$ cat config.mk
export PLATFORM = sky130hd
export DESIGN_NAME = process_run_queue
export DESIGN_NICKNAME = d
export VERILOG_FILES = /design/src/rtl/process_run_queue.sv
export SDC_FILE = /design/constraint.sdc
export NUM_CORES = 1
export LEC_CHECK = 0
export ABC_AREA = 1
export ABC_CLOCK_PERIOD_IN_PS = 11420
export BUFFER_PORTS_ARGS = -buffer_cell sky130_fd_sc_hd__buf_2
export CAP_MARGIN = 0
export CORE_ASPECT_RATIO = 0.6
export CORE_MARGIN = 4
export CORE_UTILIZATION = 40
export DETAILED_ROUTE_END_ITERATION = 8
export GPL_ROUTABILITY_DRIVEN = 1
export SYNTH_ARGS = -nofsm -noshare
export SYNTH_HDL_FRONTEND = slang
export SYNTH_SLANG_ARGS = --single-unit
$ cat constraint.sdc
create_clock -name clk -period 11.42 [get_ports clk]
set_input_delay 0.571 -clock clk [delete_from_list [all_inputs] [get_ports clk]]
set_output_delay 0.571 -clock clk [all_outputs]
set_load 0.01 [all_outputs]
$ cat src/rtl/process_run_queue.sv
// Run queue and two-core dispatcher.
// Runnable process descriptors are buffered in a circular FIFO. Each
// descriptor is offered to one free core at a time, and the starting core
// alternates between the two when both are idle. The block also reports when
// the system is fully quiescent so that the top level can raise its halt flag.
module process_run_queue #(
   parameter int addrBits  = 16,
   parameter int depthBits = 3
) (
   input  logic                clk,
   input  logic                reset,
   input  logic                enqueueValid,
   output logic                enqueueReady,
   input  logic [8:0]          enqueueJumpDestination,
   input  logic [addrBits-1:0] enqueueStackBase,
   output logic                core0StartValid,
   output logic [8:0]          core0StartJumpDestination,
   output logic [addrBits-1:0] core0StartStackBase,
   input  logic                core0StartAccept,
   input  logic                core0Retire,
   output logic                core1StartValid,
   output logic [8:0]          core1StartJumpDestination,
   output logic [addrBits-1:0] core1StartStackBase,
   input  logic                core1StartAccept,
   input  logic                core1Retire,
   output logic                core0Active,
   output logic                core1Active,
   output logic [depthBits:0]  queueCount,
   output logic                canHalt
);

   localparam int DEPTH = 1 << depthBits;
   localparam int EW    = 9 + addrBits;

   typedef enum logic {DISPATCH_IDLE, DISPATCH_OFFER} dispatch_state_t;

   // Queue storage and pointers. The pointers carry one extra bit so that
   // full and empty can be told apart when the low bits are equal.
   logic [EW-1:0]       mem [0:DEPTH-1];
   logic [depthBits:0]  head_reg, tail_reg;
   logic [depthBits:0]  count;
   logic                full, empty, push, pop;
   logic [EW-1:0]       head_entry;

   // Dispatcher state. Index 0 holds core 0 and index 1 holds core 1.
   dispatch_state_t             state_reg, state_next;
   logic                        target_reg, target_next;
   logic                        prio_reg, prio_next;
   logic [1:0]                  valid_reg, valid_next;
   logic [1:0]                  active_reg, active_next;
   logic [1:0][8:0]             jump_reg, jump_next;
   logic [1:0][addrBits-1:0]    stack_reg, stack_next;
   logic [1:0]                  accept;
   logic [1:0]                  retire;
   logic                        sel;

   assign count        = tail_reg - head_reg;
   assign full         = (count == (depthBits+1)'(DEPTH));
   assign empty        = (count == '0);
   // Readiness depends only on registered state, never on a pop in the same cycle.
   assign enqueueReady = !full;
   assign push         = enqueueValid && !full;
   assign head_entry   = mem[head_reg[depthBits-1:0]];
   assign accept       = {core1StartAccept, core0StartAccept};
   assign retire       = {core1Retire, core0Retire};

   // Write accepted descriptors at the tail. The contents are not reset
   // because the pointers determine which entries are valid.
   always_ff @(posedge clk) begin
      if (push)
         mem[tail_reg[depthBits-1:0]] <= {enqueueJumpDestination, enqueueStackBase};
   end

   // Advance the head and tail pointers on each pop and push.
   always_ff @(posedge clk or posedge reset) begin
      if (reset) begin
         head_reg <= '0;
         tail_reg <= '0;
      end else begin
         if (push) tail_reg <= tail_reg + 1'b1;
         if (pop)  head_reg <= head_reg + 1'b1;
      end
   end

   // Dispatcher state register, together with the per-core offer and occupancy registers.
   always_ff @(posedge clk or posedge reset) begin
      if (reset) begin
         state_reg  <= DISPATCH_IDLE;
         target_reg <= 1'b0;
         prio_reg   <= 1'b0;
         valid_reg  <= '0;
         active_reg <= '0;
         jump_reg   <= '0;
         stack_reg  <= '0;
      end else begin
         state_reg  <= state_next;
         target_reg <= target_next;
         prio_reg   <= prio_next;
         valid_reg  <= valid_next;
         active_reg <= active_next;
         jump_reg   <= jump_next;
         stack_reg  <= stack_next;
      end
   end

   // Next-state logic: pick a free core, hold the offer until that core accepts it, and apply retirements.
   always_comb begin
      state_next  = state_reg;
      target_next = target_reg;
      prio_next   = prio_reg;
      valid_next  = valid_reg;
      jump_next   = jump_reg;
      stack_next  = stack_reg;
      // A retire on a core that is not active has no effect.
      active_next = active_reg & ~retire;
      pop         = 1'b0;
      // When both cores are idle, the priority bit picks the core. Otherwise the one idle core is picked.
      sel         = (active_reg == 2'b00) ? prio_reg : active_reg[0];
      case (state_reg)
         DISPATCH_IDLE: begin
            if (!empty && (active_reg != 2'b11)) begin
               pop             = 1'b1;
               jump_next[sel]  = head_entry[EW-1 -: 9];
               stack_next[sel] = head_entry[addrBits-1:0];
               valid_next[sel] = 1'b1;
               target_next     = sel;
               state_next      = DISPATCH_OFFER;
            end
         end
         DISPATCH_OFFER: begin
            if (accept[target_reg]) begin
               valid_next[target_reg]  = 1'b0;
               active_next[target_reg] = 1'b1;
               prio_next               = ~target_reg;
               state_next              = DISPATCH_IDLE;
            end
         end
         default: state_next = DISPATCH_IDLE;
      endcase
   end

   assign core0StartValid           = valid_reg[0];
   assign core0StartJumpDestination = jump_reg[0];
   assign core0StartStackBase       = stack_reg[0];
   assign core1StartValid           = valid_reg[1];
   assign core1StartJumpDestination = jump_reg[1];
   assign core1StartStackBase       = stack_reg[1];
   assign core0Active               = active_reg[0];
   assign core1Active               = active_reg[1];
   assign queueCount                = count;
   assign canHalt = empty && (state_reg == DISPATCH_IDLE) && (active_reg == 2'b00) && !enqueueValid;

endmodule

Yosys cells after proc, flatten, opt, wreduce, memory -nomap -nowiden
Memory sizes are Yosys's and may differ from the RTL's.
Index checks and enable logic that the tools add are counted.
{"block": "word_totals", "output_inout_bits": 60, "n_memories": 1, "ff_bits": 65, "ram_bits": 200, "elab_cells": 70, "input_bits": 32}
{"memory": "mem", "words": 8, "width": 25, "rd": 1, "rd_clocked_by_memory_dff": 0, "wr": 1, "line": "39", "text": "logic [EW-1:0] mem [0:DEPTH-1];"}
{"block": "op_classes", "n_addsub": 3, "reduce_logical": 15, "magnitude_cmp": 4, "n_eq_ne": 4, "muxes": 24, "bitwise": 8}
{"op": "bitwise mux 32 bit", "n": 1}
{"op": "bitwise mux 18 bit", "n": 1}
{"op": "demux 16 bit (select 1 bit)", "n": 1}
{"op": "2-to-1 mux 16 bit", "n": 1}
{"op": "2-to-1 mux 1 bit", "n": 10}
{"op": "demux 9 bit (select 1 bit)", "n": 1}
{"op": "2-to-1 mux 9 bit", "n": 1}
{"op": "adder 4 x 1 -> 4 bit, second input constant", "n": 2}
{"op": "2-to-1 mux 2 bit", "n": 4}
{"op": "logical AND 1 bit", "n": 7}
{"op": "AND reduction 2 bit", "n": 3}
{"op": "AND 2 bit", "n": 2}
{"op": "equality test 4 bit, second input constant", "n": 1}
{"op": "logical NOT 4 bit", "n": 1}
{"op": "less-than comparator 1 x 2 -> 1 bit, second input constant", "n": 2}
{"op": "!= test 2 bit, second input constant", "n": 2}
{"op": "NOT 2 bit", "n": 2}
{"op": "OR 2 bit", "n": 2}
{"op": "one-hot mux 2 bit (2 select lines)", "n": 1}
{"op": "subtractor 4 bit", "n": 1}
{"op": "logical NOT 1 bit", "n": 3}
{"op": "demux 1 bit (select 1 bit)", "n": 2}
{"op": ">= comparator 1 bit, second input constant", "n": 2}
{"op": "logical NOT 2 bit", "n": 1}
{"op": "other kinds (3)", "n": 4}

Depth between registers and ports, before layout
{"block": "logic_depth", "depth_word": 9, "ltp_mapped": 14, "depth_no_buf": 13}

Worst setup path before layout
Ideal clock, no wire load.
{"block": "synth_path", "path_type": "flip-flop to flip-flop", "start": "reg head_reg[1]", "end": "mem mem[4][0] (netlist bit), enable pin", "t_arrival_ns": 3.775, "synth_period_minus_slack_ns": 4.214, "path_slack_ns": 7.206, "n_path_buf": 3, "setup_time_ns": 0.439, "required_time_ns": 10.981, "path_stages_with_launch": 13, "cell_sequence": "dfrtp_1 > buf_2 > clkinv_1 > buf_2 > fa_1 > nand2_1 > inv_1 > nor2_1 > nor2_2 > nand2_1 > nand2_2 > clkbuf_8 > nor3_1"}
{"block": "synth_via", "elab_chain_cells": 6}
{"element": "from (decl)", "line": "40", "text": "logic [depthBits:0] head_reg, tail_reg;"}
{"element": "from (signal assigned)", "line": "81", "text": "if (pop) head_reg <= head_reg + 1'b1;"}
{"element": "subtractor 4 bit", "line": "57", "text": "assign count = tail_reg - head_reg;"}
{"element": "net queueCount[2]", "line": "28", "text": "output logic [depthBits:0] queueCount,"}
{"element": "equality test 4 bit", "line": "58", "text": "assign full = (count == (depthBits+1)'(DEPTH));"}
{"element": "logical NOT 1 bit"}
{"element": "net enqueueReady", "line": "13", "text": "output logic enqueueReady,"}
{"element": "logical AND 1 bit", "line": "62", "text": "assign push = enqueueValid && !full;"}
{"element": "2-to-1 mux 1 bit", "line": "70", "text": "if (push)"}
{"element": "2-to-1 mux 1 bit (implied by the code)", "line": "71", "text": "mem[tail_reg[depthBits-1:0]] <= {enqueueJumpDestination, enqueueStackBase};"}
{"element": "to (decl)", "line": "39"}
The timed path passes the listed nets, and every way through them passes these cells.

Worst setup path after layout
{"block": "layout_path", "start": "reg head_reg[1]", "end": "out canHalt"}
{"block": "layout_via", "elab_chain_cells": 5}
{"element": "subtractor 4 bit", "line": "57"}
{"element": "logical NOT 4 bit", "line": "59", "text": "assign empty = (count == '0);"}
{"element": "logical AND 1 bit (3 in a row)", "line": "151", "text": "assign canHalt = empty && (state_reg == DISPATCH_IDLE) && (active_reg == 2'b00) && !enqueueValid;"}
{"element": "to (decl)", "line": "29", "text": "output logic canHalt"}
Every way passes these cells.

==> results.md <==
* Startpoint class of the critical path: flop
* Post-route antenna net violation count at 0
* Mean Syn Cell Area at a little under 10 um^2
* Worst vdd ir at approximately 0.18 mV
* Crit path from: head_reg[1]
* Area growth, synth to finish at 14.21%
* Antenna violations before repair at 0
* Hold Fails Final Rpt at 0
* FP Rows at 47
* Flop2flop setup slack at 7.45 ns
* Critical-path cell list: clkinv_1 > buf_4 > fa_1 > or2_1 > nor2_2 > nand3_4 > nor3_1 > buf_2
* Max cap viols at 0
* Commonest cells post-synth: 519 x nand2_1, 200 x edfxtp_1, 168 x inv_1, 84 x nand3_1, 65 x dfrtp_1
* Syn_nets at 1225
* Worst hold path class: in2reg
* Die X-Extent at around 230 um
* Via count at 7929
* Top post-synthesis cells by area: edfxtp_1 52%, nand2_1 17%, dfrtp_1 14%, inv_1 5.4%, nand3_1 3.6%
* Starting Density at between 40% and 50%
* Top-area cell type share of the netlist area at 51.83%
* RSZ-0062 raised after global routing: false
* Cells on Worst Hold Path at 2
* Final critical-path share of the clock period at 41.76%
* Ports at 92
* Setup Viol. Count Final at 0
* Worst r2r path cells at 11
* Worst slew margin at 26.88%
* Die Y at 139.8 um
* Nets at between 1000 and 1500
* Dominant cell type by area after synthesis: edfxtp_1
* Total Neg Setup Slack at 0 ns
* Max Clock Freq at 209.7 MHz
* Slowest CP cell: clkinv_1
* Post-route core utilization at 47.18%
* Seq/Total Area, Yosys at ~66%
* WHS Endpoint: active_reg[1]
* Min Clock Period, post-route at 4.769 ns
* Global-route wire length before repair at ~44000 um
* Critical R2R Capture: mem[6][15]
* TritonRoute pass-1 iters at 4
* Share of layout cells above drive strength 1 at between 10% and 20%
* Min-delay src: core1Retire
* CP peak stage delay at 0.74 ns
* Residual DRC at 0
* Placed inst area at 0.01235 mm^2
* Final Non-Filler Cells at 1648
* Cell area after synthesis at about 0.012 mm^2
* Kind of critical path: reg2out
* Initial DRC Count at 660
* LEAKAGE at 0.006258 uW
* Synth Register Bits at 265
* Post-CTS Setup Inserts at 0
* Required @ worst endpoint at 10.85 ns
* Hold_buf cts at 0
* Clock Latency Late Sink at 0.54 ns
* Reg2reg start: head_reg[1]
* Most used DFF post-synth: edfxtp_1
* Core area at 0.02805 mm^2
* Post-synth EDFFs at 200
* Status: finished, final reports clean
* Worst Path Arrival at 4.20 ns
* GPL Wtd Cong at between 0.8 and 0.9
* Clk pin slew, worst setup/hold paths at 0.07 ns
* CTS Root Cell: clkbuf_16
* Synth Instances at about 1200
* Port Buffers at 91
* Hpwl dp at approximately 16000 um
* Max FFs per register at 200
* Post-synth ARST share at 24.53%
* CTS Buf Count at 25
* Most frequent cell after synthesis: nand2_1
* H-tree depth at 1
* WL per Instance at 16.34 um
* CTS tree: yes
* Clock Skew at 0.02722 ns
* WL final at 26930 um
* Total GRT Usage at 17.04%
* Fin area at 0.01323 mm^2
* Clock Tree Buf Depth at 3
* Ys Warns at 0
* Post-CTS sizing at 0
* Vias per std cell at 4.811
* DIE AREA at 0.03184 mm^2
* Worst setup EP type: output pin
* ANT cells at 0
* GRT Residual Overflow at 0
* Pwr Density at 278.7 mW/mm^2
* Cell variety after synth at 28
* Number of global-route vias before repair at 7663
* Max-slew violations at 0
* TritonCTS Sinks at 265
* Worst slew pin tran at ~1.1 ns
* Pin count of the biggest net entering global routing at between 60 and 70
* # placed instances at between 1500 and 2000
* Critical path peak fanout at 54
## critical path: cells and delay by family, from the launching register on
family	cells	cell delay [ns]
buffers and inverters	3	1.48
and+or+nand+nor	4	1.28
adders and majority gates	1	0.52
DFF	1	0.36
## layout by cell type (no fill, tap or decap), drive strengths merged, types with 6 or more instances in the layout
| cell type | Yosys | final |
|---|---|---|
| clkinv | 2 | 11 |
| buf | 43 | 106 |
| nand2 | 521 | 521 |
| nand4 | 50 | 50 |
| nor3 | 7 | 7 |
| clkbuf | 15 | 26 |
| edfxtp | 200 | 200 |
| nand3 | 87 | 87 |
| dfrtp | 65 | 65 |
| inv | 169 | 171 |
| o21ai | 9 | 9 |
| bufinv | 0 | 6 |
## stage by stage
| step | hold slack [ns] | power [uW] | worst slack, ns |
|---|---|---|---|
| 2_1_floorplan | 0.4419 | 2379 | 7.206 |
| 3_3_place_gp | 0.4597 | 2796 | 7.224 |
| 3_5_place_dp | 0.4623 | 2811 | 7.201 |
| 4_1_cts | 0.2077 | 3722 | 6.616 |
| 5_1_grt | 0.2225 | 3969 | 6.317 |
| 6_report | 0.2280 | 3688 | 6.651 |
## worst max-delay path by stage
stage | cells past startpoint | to
final | 8 | canHalt
after global routing | 8 | canHalt
after CTS | 8 | canHalt
after global placement | 8 | canHalt
after detailed placement | 8 | canHalt
after floorplan | 12 | mem[4][0]
## power by group
part | internal (uW) | total [uW] | switching [uW]
logic | 404 | 1400 | 997
registers | 1270 | 1380 | 115
clock network | 537 | 905 | 368
## final cells by class
type                    count  area [um^2]
multi-input cells         693         3045
inverters                 171        641.9
repair buffers            106        568.0
flip-flops and latches    265         7637
clock buffers              26        629.4
clock inverters            20        252.7
well taps                 367        459.2
fillers                  2615        14820
## logic make-up (layout without fill, tap and decap cells)
kind of cell               Yosys count  in the layout  synth area share [%]
DFF                                265            265                 65.87
AOI/OAI and AO/OA                   12             12                0.7235
adders and majority gates            6              6                0.7127
xor gates and xnor gates             4              4                0.3024
buffers and inverters              229            323                 8.152
and+or+nand+nor                    671            671                 24.24
## routing by layer
layer | GRT usage, % | wire length, um
met5 | 0 | 0
met4 | 3.928 | 608
met3 | 3.166 | 1350
met2 | 26.34 | 11840
met1 | 25.18 | 13130
Power figures use the tool's default switching activity.
